[config.mk]
export PLATFORM = sky130hd
export DESIGN_NAME = calc_sequencer
export DESIGN_NICKNAME = d
export VERILOG_FILES = /design/src/rtl/calc_sequencer.sv
export SDC_FILE = /design/constraint.sdc
export NUM_CORES = 1
export LEC_CHECK = 0
export ABC_AREA = 1
export CAP_MARGIN = 10
export CORE_UTILIZATION = 55
export CTS_BUF_LIST = sky130_fd_sc_hd__clkbuf_8 sky130_fd_sc_hd__clkbuf_16
export CTS_CLUSTER_DIAMETER = 100
export CTS_CLUSTER_SIZE = 30
export DETAILED_ROUTE_END_ITERATION = 8
export HOLD_SLACK_MARGIN = 0.03
export PLACE_DENSITY = 0.82
export SYNTH_ARGS = -nofsm -noshare
export SYNTH_HDL_FRONTEND = slang
export SYNTH_SLANG_ARGS = --single-unit
[constraint.sdc]
create_clock -name clk -period 7.6 [get_ports clk]
set_input_delay 2.28 -clock clk [delete_from_list [all_inputs] [get_ports clk]]
set_output_delay 2.28 -clock clk [all_outputs]
set_load 0.01 [all_outputs]
[src/rtl/calc_sequencer.sv]
// Calculator control FSM: builds decimal operands from keypad strobes, drives the ALU start/done handshake and the display.
// Optional ALU watchdog enabled by defining CALC_TIMEOUT_EN.
module calc_sequencer #(
    parameter int W              = 16,
    parameter int NDIGITS        = 4,
    parameter int TIMEOUT_CYCLES = 255
) (
    input  logic         clk,
    input  logic         rst,
    input  logic         key_valid,
    input  logic         is_number,
    input  logic         is_op,
    input  logic         is_c,
    input  logic         is_equ,
    input  logic [3:0]   key_value,
    input  logic [1:0]   operator,
    output logic         alu_start,
    output logic [W-1:0] alu_a,
    output logic [W-1:0] alu_b,
    output logic [1:0]   alu_op,
    input  logic         alu_done,
    input  logic [W-1:0] alu_result,
    input  logic         alu_err,
    output logic [W-1:0] display_value,
    output logic         error,
    output logic         busy,
    output logic [2:0]   state_o
);

    // state  | meaning
    // S_A    | entering operand A (or after clear)
    // S_OP   | operator latched, waiting for first digit of B
    // S_B    | entering operand B
    // S_EXEC | ALU launched, waiting for done
    // S_RES  | result shown, may chain or start anew
    // S_ERR  | ALU error, only clear accepted
    typedef enum logic [2:0] {
        S_A    = 3'd0,
        S_OP   = 3'd1,
        S_B    = 3'd2,
        S_EXEC = 3'd3,
        S_RES  = 3'd4,
        S_ERR  = 3'd5
    } state_t;

    localparam int CW = $clog2(NDIGITS + 1);

    state_t         state, state_n;
    logic [W-1:0]   opa, opb, opa_n, opb_n;
    logic [1:0]     op_n;
    logic [CW-1:0]  count, count_n;
    logic           err_n;
    logic [W-1:0]   digit_w;
    logic           can_add;
    logic           timeout;

    assign digit_w = W'(key_value);
    assign can_add = (count < CW'(NDIGITS));
    assign alu_a   = opa;
    assign alu_b   = opb;
    assign state_o = state;

`ifdef CALC_TIMEOUT_EN
    localparam int TW = $clog2(TIMEOUT_CYCLES + 1);
    logic [TW-1:0] tmr;

    // Loaded on entry to S_EXEC; reaching 1 means this is the last allowed cycle.
    always_ff @(posedge clk or negedge rst) begin
        if (!rst) begin
            tmr <= '0;
        end else if (state != S_EXEC && state_n == S_EXEC) begin
            tmr <= TW'(TIMEOUT_CYCLES);
        end else if (state == S_EXEC && tmr != '0) begin
            tmr <= tmr - 1'b1;
        end
    end

    assign timeout = (state == S_EXEC) && (tmr == TW'(1));
`else
    assign timeout = 1'b0;
`endif

    always_comb begin
        state_n = state;
        opa_n   = opa;
        opb_n   = opb;
        op_n    = alu_op;
        count_n = count;
        err_n   = error;
        if (key_valid && is_c) begin
            state_n = S_A;
            opa_n   = '0;
            opb_n   = '0;
            count_n = '0;
            err_n   = 1'b0;
        end else begin
            case (state)
                S_A: begin
                    if (key_valid && is_number && can_add) begin
                        opa_n   = opa * W'(10) + digit_w;
                        count_n = count + 1'b1;
                    end else if (key_valid && is_op) begin
                        op_n    = operator;
                        count_n = '0;
                        state_n = S_OP;
                    end
                end
                S_OP: begin
                    if (key_valid && is_number) begin
                        opb_n   = digit_w;
                        count_n = CW'(1);
                        state_n = S_B;
                    end else if (key_valid && is_op) begin
                        op_n = operator;
                    end
                end
                S_B: begin
                    if (key_valid && is_number && can_add) begin
                        opb_n   = opb * W'(10) + digit_w;
                        count_n = count + 1'b1;
                    end else if (key_valid && is_equ) begin
                        state_n = S_EXEC;
                    end
                end
                S_EXEC: begin
                    if (alu_done) begin
                        if (alu_err) begin
                            err_n   = 1'b1;
                            state_n = S_ERR;
                        end else begin
                            opa_n   = alu_result;
                            state_n = S_RES;
                        end
                    end else if (timeout) begin
                        err_n   = 1'b1;
                        state_n = S_ERR;
                    end
                end
                S_RES: begin
                    if (key_valid && is_number) begin
                        opa_n   = digit_w;
                        count_n = CW'(1);
                        state_n = S_A;
                    end else if (key_valid && is_op) begin
                        op_n    = operator;
                        count_n = '0;
                        state_n = S_OP;
                    end
                end
                S_ERR: begin
                end
                default: state_n = S_A;
            endcase
        end
    end

    // Outputs are registered from next-state values so they change together with state.
    always_ff @(posedge clk or negedge rst) begin
        if (!rst) begin
            state         <= S_A;
            opa           <= '0;
            opb           <= '0;
            alu_op        <= 2'b00;
            count         <= '0;
            error         <= 1'b0;
            alu_start     <= 1'b0;
            busy          <= 1'b0;
            display_value <= '0;
        end else begin
            state     <= state_n;
            opa       <= opa_n;
            opb       <= opb_n;
            alu_op    <= op_n;
            count     <= count_n;
            error     <= err_n;
            alu_start <= (state != S_EXEC) && (state_n == S_EXEC);
            busy      <= (state_n == S_EXEC);
            case (state_n)
                S_B:     display_value <= opb_n;
                S_ERR:   display_value <= '0;
                default: display_value <= opa_n;
            endcase
        end
    end

endmodule

## Word-level counts from Yosys, hierarchy flattened

Cells that the tools add are included.

| word-level totals | value |
|---|---|
| input port bits | 31 |
| output and inout port bits | 56 |
| register bits | 59 |

| operators by class | value |
|---|---|
| $lt $le $gt $ge | 1 |
| equality and inequality tests | 13 |
| add/subtract/negate cells | 3 |
| multiplexer cells | 36 |
| multiply operators | 2 |
| reductions and logical operators | 16 |
| bitwise gates (word level) | 1 |

Operators by type and width:

| kind | count |
|---|---|
| 2-to-1 mux 16 bit | 8 |
| case mux 16 bit (2 select lines) | 2 |
| case mux 16 bit (3 select lines) | 1 |
| 2-to-1 mux 3 bit | 14 |
| adder 16 x 4 -> 16 bit | 2 |
| multiplier 16 x 3 -> 15 bit (second input constant) | 2 |
| case mux 3 bit (6 select lines) | 1 |
| equality test 3 x 2 -> 1 bit (second input constant) | 4 |
| case mux 3 bit (4 select lines) | 1 |
| equality test 3 bit (second input constant) | 3 |
| nonzero test 2 bit | 4 |
| logical AND 1 bit | 6 |
| 2-to-1 mux 2 bit | 3 |
| inequality test 3 bit (second input constant) | 2 |
| AND reduction 3 bit | 2 |
| 2-to-1 mux 1 bit | 5 |
| nonzero test 5 bit | 1 |
| inequality test 2 bit (second input constant) | 2 |
| case mux 2 bit (2 select lines) | 1 |
| AND reduction 4 bit | 1 |
| adder 3 x 1 -> 3 bit (second input constant) | 1 |
| equality test 3 x 1 -> 1 bit (second input constant) | 1 |
| zero test 3 bit | 1 |
| < comparator 3 bit (second input constant) | 1 |
| other kinds (3) | 3 |

## Logic depth before layout (Yosys ltp)

| depth | value |
|---|---|
| word-level depth | 7 |
| mapped depth | 20 |

## Worst setup path before layout

Ideal clock, no wire load.

| timing | value |
|---|---|
| kind | input -> register |
| start point | in key_value[1] |
| end point | reg display_value[15] |
| required time | 7.482 ns |
| stages | 17 |
| library setup time | 0.118 ns |
| arrival | 3.805 ns |
| path slack | 3.677 ns |
| buffers on the path | 0 |
| cells stage by stage | ha_1 fa_1 nand2_1 nand2_1 nand3_1 nor2_1 nand3_1 nor2_1 nand3_1 nor2_2 nand3_1 nand2_1 nand3_1 nand2_1 nand2_1 nand3_1 nand2_1 |

| on the way | value |
|---|---|
| word-level cells in the longest chain between the ends | 5 |
| elaborated cells between the ends (all ways) | 9 |
| those cells by class | 2 x add/sub; 7 x mux |

Ends and longest elaborated chain:

| item | line | source |
|---|---|---|
| start, declared | 15 | `input logic [3:0] key_value,` |
| adder 16 x 4 -> 16 bit (on tied branches) | 100, 119 |  |
| 2-to-1 mux 16 bit (on tied branches) | 99, 118 |  |
| case mux 16 bit (3 select lines) or case mux 16 bit (2 select lines) (tied branches) | 97 | `case (state)` |
| 2-to-1 mux 16 bit | 90 | `if (key_valid && is_c) begin` |
| case mux 16 bit (2 select lines) (*) | 178 | `case (state_n)` |
| end signal, assigned | 179 | `S_B: display_value <= opb_n;` |
| end signal, assigned | 181 | `default: display_value <= opa_n;` |
| end, declared | 24 | `output logic [W-1:0] display_value,` |

Every way passes the cells marked *; elsewhere a longest branch is shown, timed or not.
A chain may end at the register's enable or synchronous reset.

## Worst setup path in the final report

| timing | value |
|---|---|
| start point | in key_valid |
| end point | reg display_value[12] |

| on the way | value |
|---|---|
| word-level cells in the longest chain between the ends | 7 |
| elaborated cells between the ends (all ways) | 24 |
| those cells by class | 2 x eq/ne; 17 x mux; 5 x reduce/logical |

Ends and longest elaborated chain:

| item | line | source |
|---|---|---|
| start, declared | 10 | `input logic key_valid,` |
| logical AND 1 bit (on tied branches) | n/a |  |
| 2-to-1 mux 3 bit (tied with other cells) | 102, 144 |  |
| 2-to-1 mux 3 bit (on tied branches) | 140, 118, 99 |  |
| case mux 3 bit (6 select lines) | 97 |  |
| 2-to-1 mux 3 bit (*) | 90 |  |
| net state_n[1] | 48 | `state_t state, state_n;` |
| equality test 3 bit or equality test 3 x 2 -> 1 bit (tied branches) | 178 |  |
| case mux 16 bit (2 select lines) (*) | 178 |  |

Mark *: on every way through the listed nets, which the timed path passes. The rest lies on a longest branch.

==> metrics <==
Setup Fix Bufs, Post-CTS=0; via count=5400; Required @ worst endpoint=between 7 and 8 ns; unrepaired setup endpoints after global routing=false; clock slew at reported path FFs=about 0.08 ns; syn avg cell area=between 7 and 8 µm²; post-synthesis sequential area ratio=28.3%; Core Area=a little over 9000 µm²; fin area=6340 µm²; deepest clock path buffer count=2; Area after DPL=approximately 6000 µm²; largest net degree at the start of global routing=60; # IOs=between 80 and 90; layout cells sized above 1=under 10%; # resized after CTS=0; CTS tree=yes; Lkg Pwr=approximately 3.3 nW; Final Hold Fails=0; drt pass-1 iters=5; Max-Slew Margin vs Limit=between 30% and 40%; Worst Hold Class=reg2reg; Synth top area share=28.3%; WL per Instance=16.0 µm; RD Place Congestion=just over 0.9; Tcrit/Tclk final=~64%; Max Slew Vio Count=0; grt ovf=0; CTS buffer count=9; Non-Filler Instances=approximately 940; Syn-to-layout area delta=21.6%; fin crit period=roughly 4.8 ns; synth top area cells=dfrtp_1 28%, nand2_1 15%, ha_1 13%; H-Tree Depth=3; status=finished clean; Clock Sinks=59; Synth async-reset ratio=100%; die area=approximately 9900 µm²; placed cell count=between 900 and 1000; cell count after synthesis=~740; Clock Skew=between 0.01 and 0.015 ns; port buffer count=86; die span in x=99.3 µm; Setup TNS=0 ns; #FFs+latches synth=59; M1 WL=just over 6000 µm; Worst setup EP type=flip-flop; worst IR drop on VDD=between 150 and 200 µV; Vias per Instance=around 5.7; Max Fclk=about 210 MHz; Mapped Area=5210 µm²; DR iter-0 viols=326; Post-synth EDFFs=0; WL met2=7500 µm; setup ws final=2.75 ns; num rows=35; initial antenna violation count=0; number of library cell types mapped by synthesis=52; Initial Util=56.7%; Routed Antenna Nets=0; Diodes inserted=0; CP Class=in2reg; Root Buffer=clkbuf_8; global-route wire length before repair=24500 µm; total length of routed wires=~15000 µm; hpwl dp=12000 µm; crit path DAT=slightly above 5 ns; Synth area leader=dfrtp_1; syn nets=between 800 and 900; Hold Buf Count CTS=0; Final #Nets=913; CP startpoint kind=input port; chip height=about 99 µm; most frequent cells in the layout=208 x nand2_1, 86 x inv_1, 85 x clkdlybuf4s50_1, 59 x dfrtp_1, 53 x ha_1; Most used DFF post-synth=dfrtp_1; commonest non-fill, non-tap cell in the layout=nand2_1; Top Metal Used=met4; DRC=0; actual slew at the worst max-slew pin=around 0.95 ns; clk_lat worst skew=0.35 ns; synth warn=0; Max-Cap Viols=0; pwr dens=about 330 nW/µm²; vias in the first global route=between 5000 and 6000; pre-CTS setup slack=~2.5 ns; Tot Pwr=approximately 2.1 mW; Worst Path Max Fanout=22; All-Layer GR Usage=between 30% and 40%; endpoints failing setup=0; Detail Route met3 WL=a little over 900 µm
sequential cells by signal (all words and copies together), names as in the netlist:
signal	cells
alu_b	16
alu_start	1
busy	1
error	1
alu_op	2
display_value	16
state_o	3
alu_a	16
count	3
power by group:
part | total (mW) | switching (mW) | internal, mW
Clock | 0.261 | 0.141 | 0.120
Sequential | 0.548 | 0.129 | 0.420
Combinational | 1.29 | 0.757 | 0.533
critical path, cell delays in order:
cell and delay (ns):
clkdlybuf4s50_1 0.47, nand2_1 0.58, clkinv_1 0.75, nor2_1 0.45, nand2_2 0.15, inv_2 0.21, nand3_1 0.13, nand2_1 0.10
layer usage:
metal | track usage (%) | up-vias
li1 | - | 2642
met1 | 39.4 | 2491
met2 | 56.3 | 219
met3 | 5.06 | 48
met4 | 11.0 | 0
met5 | 0 | -
cell type report:
class                   count  area [µm²]
multi-input cells         562        3280
flip-flops and latches     59        1480
fillers                   768        2860
inverters                 106         400
well taps                 111         139
repair buffers             87         863
clock inverters             7        52.6
clock buffers               9         124
final timing paths:
kind,from,endpoint,slack (ns),cells past startpoint
min in group asynchronous,rst,alu_op[0],2.06,2
worst max-delay path,key_valid,display_value[12],2.75,8
worst min register to register,alu_op[0],alu_op[0],0.52,1
max in group asynchronous,rst,alu_a[14],5.03,2
worst max register to register,alu_b[1],display_value[14],4.46,16
worst min-delay path,alu_op[0],alu_op[0],0.52,1
cell families (layout without fill, tap and decap cells):
kind of cell | count (synthesis) | count (layout) | synth area share [%]
flip-flops | 59 | 59 | 28.3
XOR/XNOR | 11 | 11 | 2.14
buffers and inverters | 114 | 209 | 8.72
AND/OR/NAND/NOR | 368 | 368 | 32.0
AO/OA/AOI/OAI | 124 | 124 | 14.2
adder cells (fa/ha/maj) | 57 | 57 | 14.3
multiplexers | 2 | 2 | 0.432
cell usage after synthesis (4+ instances only):
master and instances:
fa_1 4, o22ai_1 4, xnor2_1 5, nand2_2 7, nor2_2 11, nor3_1 7
a221oi_1 8, nor2_4 5, inv_1 86, xor2_1 4, a31oi_1 5, inv_2 17
o21ai_1 8, a21oi_1 45, o21ai_0 30, ha_1 53, nor2_1 48, nand2_1 208
a22o_1 4, nand3b_1 9, nand4_1 13, dfrtp_1 59, nand3_1 50
stage by stage:
step | hold slack [ns] | utilization [%]
after floorplan | 0.529 | -
final | 0.518 | 68.9
after CTS | 0.520 | 68.9
after global placement | 0.490 | 67.0
after global routing | 0.537 | 68.9
after detailed placement | 0.496 | 67.0
Note: power is estimated with default switching activity, not from simulation.
==> RTL change 1, RTL diff (same settings) <==
The parameter `W` goes from 16 to 32.
--- a/src/rtl/calc_sequencer.sv
+++ b/src/rtl/calc_sequencer.sv
@@ -3,3 +3,3 @@
 module calc_sequencer #(
-    parameter int W              = 16,
+    parameter int W              = 32,
     parameter int NDIGITS        = 4,
Interface: changed (resized alu_a, alu_b, alu_result and display_value); port bits go from 87 to 151. No check against the original RTL was run, so the function may have changed too.
==> RTL change 1 against the original RTL <==
Register-to-register slack got worse by 0.70 ns. Sequential cell count increased by 48. Clock skew increased by 0.0052 ns. Non-clock buffer count increased by 68. Synthesized area increased by 130%. Sequential share of layout area decreased by 4.1 points. Worst hold slack got worse by 0.0083 ns. Clock power increased by 88%. Worst setup slack got worse by 0.46 ns. Total power increased by 140%. Maximum frequency decreased by 8.7%. Final area increased by 120%. Routed wire length increased to 2.5 times the old value.
==> RTL change 1: results (changes against the original RTL) <==
status: "complete, no violations"
clock_latency_ns: 0.36
grt_pass1_vias: 12417  # +140%
cp.arrival_ns: 5.59  # +0.45 ns
drt_iter0_drc: 1148  # +250%
clkPwrFrac_pct: 9.7  # -2.7 points
wl_per_cell_um: 16.43  # +2.8%
routed.top_layer: "met4"
p_comb_share_pct: 69.4  # +7.9 points
yosysWarnings: 0  # unchanged
cts_resized: 0  # unchanged
yosys-top-cells-area: "dfrtp_1 (22%), nand2_1 (19%), ha_1 (12%), inv_1 (8.0%), nand3_1 (6.3%)"
finClkSkew_ns: 0.01748  # +0.005199 ns
clk_path_buf_depth: 2  # unchanged
p_sw_mw: 2.709  # +160%
met1Wirelength_um: 16130  # +160%
whs_path_depth: 2  # +1
cts_root_buf: "clkbuf_16"
grt_antenna_before_repair: 0  # unchanged
r2r_slack_ns: 3.76  # -0.70 ns
grt_util_met3_pct: 2.477  # -2.6 points
fillCellCount: 1947  # +150%
dr_wl_met3_um: 2263  # +150%
cts.clk_slew.worst_paths_ns: 0.09
slew_headroom_pct: 27.45  # -9.2 points
grt_pass1_wl_um: 61400  # +150%
ir_drop_v: 0.0002194  # +14%
leakage_nw: 7.325  # +120%
drtPass1Iterations: 8  # +3
max_stage_delay_ns: 0.72  # -0.03 ns
crit_path_max_fanout: 33  # +50%
antenna_cells: 0  # unchanged
ys_seq_area_share_pct: 22.43  # -5.9 points
io_buffers: 150  # +74%
busiest_layer: "met2"
grt_util_met1_pct: 44.22  # +4.8 points
cts_setup_buffers: 0  # unchanged
wl_met2_um: 18270  # +140%
place_hpwl_um: 30780  # +160%
total_power_mw: 5.044  # +140%
synth.distinct_cells: 47  # -9.6%
grt_max_degree: 65  # +8.3%
syn_nets: 2084  # +150%
use_met2_pct: 60.47  # +4.2 points
dr_total_vias: 13219  # +140%
drive_above_1_share_pct: 5.117  # -4.0 points
cp_slowest_cell: "clkinv_1"
gp_congestion: 1.001  # +8.7%
fin_nets: 2215  # +140%
synthTopCellsByCount: "nand2_1 (616), inv_1 (253), nor2_1 (198)"
grt_usage_pct: 34.81  # +3.0 points
r2r_cells: 10  # -6
## RTL change 1: changes by cell type in the layout (fill, tap and decap cells not counted), sizes merged, moves of 64 or more
cell,delta
nor2,+152
clkdlybuf4s50,+64
ha,+64
nand3,+106
nand2,+428
inv,+161
## RTL change 1: path summary, 6_finish.rpt
kind,startpoint,to
worst max register to register,state_o[1],display_value[26]
worst max-delay path,key_valid,display_value[12]
min in group asynchronous,rst,alu_op[1]
worst min-delay path,error,error
worst min register to register,error,error
max in group asynchronous,rst,display_value[24]
## RTL change 1: worst min-delay path, cell delays in order (launching register included)
cell	delay, ns
dfrtp_1	0.35
a21oi_1	0.04
nor2_1	0.08
## RTL change 1: metrics by stage
stage | util, % | hold WS, ns | setup WS [ns] | instances | cell area, um2
2_1_floorplan | - | 0.5263 | 3.235 | 1916 | 11940
3_3_place_gp | 64.64 | 0.4747 | 2.072 | 2311 | 13670
3_5_place_dp | 64.64 | 0.4939 | 2.002 | 2311 | 13670
4_1_cts | 66.09 | 0.5126 | 2.369 | 2327 | 13980
5_1_grt | 66.09 | 0.5417 | 1.983 | 2327 | 13980
6_report | 66.09 | 0.5100 | 2.290 | 2327 | 13980
## RTL change 1: final cells by class
cell class	count	area, um2	area share [%]
clock inverter	7	81.33	0.5818
inverter	266	998.5	7.142
sequential	107	2678	19.15
clock buffer	9	225.2	1.611
multi-input combinational	1508	8117	58.06
timing repair buffer	155	1536	10.99
tap	275	344.1	2.461
## RTL change 1: kinds of logic after synthesis
kind of cell / Yosys count / synth area share [%]
AND/OR/NAND/NOR: 1100 / 40.21
buffers and inverters: 301 / 9.582
AO/OA/AOI/OAI: 272 / 13.69
adder cells (fa/ha/maj): 121 / 12.94
flip-flops: 107 / 22.43
XOR/XNOR: 13 / 0.9540
multiplexers: 2 / 0.1887
==> RTL change 2, RTL diff (same flow settings) <==
Without the edit above. Register the output `alu_a` once more, with the module's reset; this adds one clock of latency there. The other outputs are not delayed to match.
--- a/src/rtl/calc_sequencer.sv
+++ b/src/rtl/calc_sequencer.sv
@@ -58,3 +58,9 @@
     assign can_add = (count < CW'(NDIGITS));
-    assign alu_a   = opa;
+    always_ff @(posedge clk or negedge rst) begin
+        if (!rst) begin
+            alu_a <= '0;
+        end else begin
+            alu_a <= opa;
+        end
+    end
     assign alu_b   = opb;
Check against the original RTL: not equivalent (a bounded check fails within 4 cycles, from zero or initial values and one cycle with rst low).
==> RTL change 2 against the original RTL <==
Utilization increased by 0.20 points. Routed wire length increased by 4.2%. Sequential cell count increased by 16. Synthesized area increased by 7.7%. Cell count increased by 3.5%. Total power increased by 9.3%. Largest cell class unchanged. Critical endpoint is now display_value[2]. Worst setup slack improved by 0.051 ns. Maximum frequency increased by 1.1%. Die area increased by 7.5%. Final area increased by 7.1%.
==> RTL change 2: results (changes against the original RTL) <==
viasPerCell: 5.626  # -2.0%
min_to: "alu_a[15]"
synth_mux_area_share_pct: 0.4014  # -0.031 points
r2r_slack_ns: 4.39  # -0.07 ns
placed_area_mm2: 0.006581  # +6.8%
r2r_start: "opa[1]"
synth-adder-area-share_pct: 13.25  # -1.0 points
min_from: "opa[15]"
grt_pass1_wl_um: 24810  # +1.4%
drt_iter0_drc: 296  # -9.2%
syn_nets: 837  # +1.7%
leakage_nw: 3.450  # +5.9%
grt_pass1_vias: 5217  # -0.21%
wl_per_cell_um: 16.10  # +0.71%
gp_congestion: 0.8848  # -3.9%
whs_path_depth: 0  # -1
synthTopCellsByCount: "nand2_1 (213), inv_1 (89), dfrtp_1 (75)"
dr_total_vias: 5480  # +1.5%
status: "complete, no violations"
dp_slack_ns: 2.500  # -0.003880 ns
fin_nets: 926  # +1.4%
cp.arrival_ns: 5.04  # -0.10 ns
finClkSkew_ns: 0.01809  # +0.005809 ns
drive_above_1_share_pct: 7.848  # -1.3 points
worst_pin_slew_ns: 1.066  # +0.1188 ns
synth-compound-area-share_pct: 13.29  # -0.87 points
place_hpwl_um: 12450  # +3.6%
worstSetupEndpoint: "display_value[2]"
==> RTL change 2: final cells by class <==
cell class                 count  area, um2
clock inverter                 5      80.08
sequential                    75       1877
timing repair buffer          86      858.3
multi-input combinational    563       3291
clock buffer                   9      123.9
tap                          133      166.4
fill                         861       3034
inverter                     103      389.1
==> RTL change 2: critical path, delay by kind of cell <==
kind | cells | cell delay, ns
AO/OA/AOI/OAI | 1 | 0.18
buffers and inverters | 3 | 1.34
AND/OR/NAND/NOR | 4 | 1.23
==> RTL change 2: per-layer routing <==
| metal | GRT usage, % | routed length (um) |
|---|---|---|
| met5 | 0 | 0 |
| met2 | 55.08 | 7862 |
| met3 | 4.068 | 899 |
| met1 | 38.39 | 6424 |
| met4 | 13.54 | 493 |
==> RTL change 2: power breakdown <==
group	total [mW]	internal, mW	switching, mW
sequential	0.671	0.537	0.134
clock	0.331	0.181	0.150
combinational	1.29	0.526	0.768
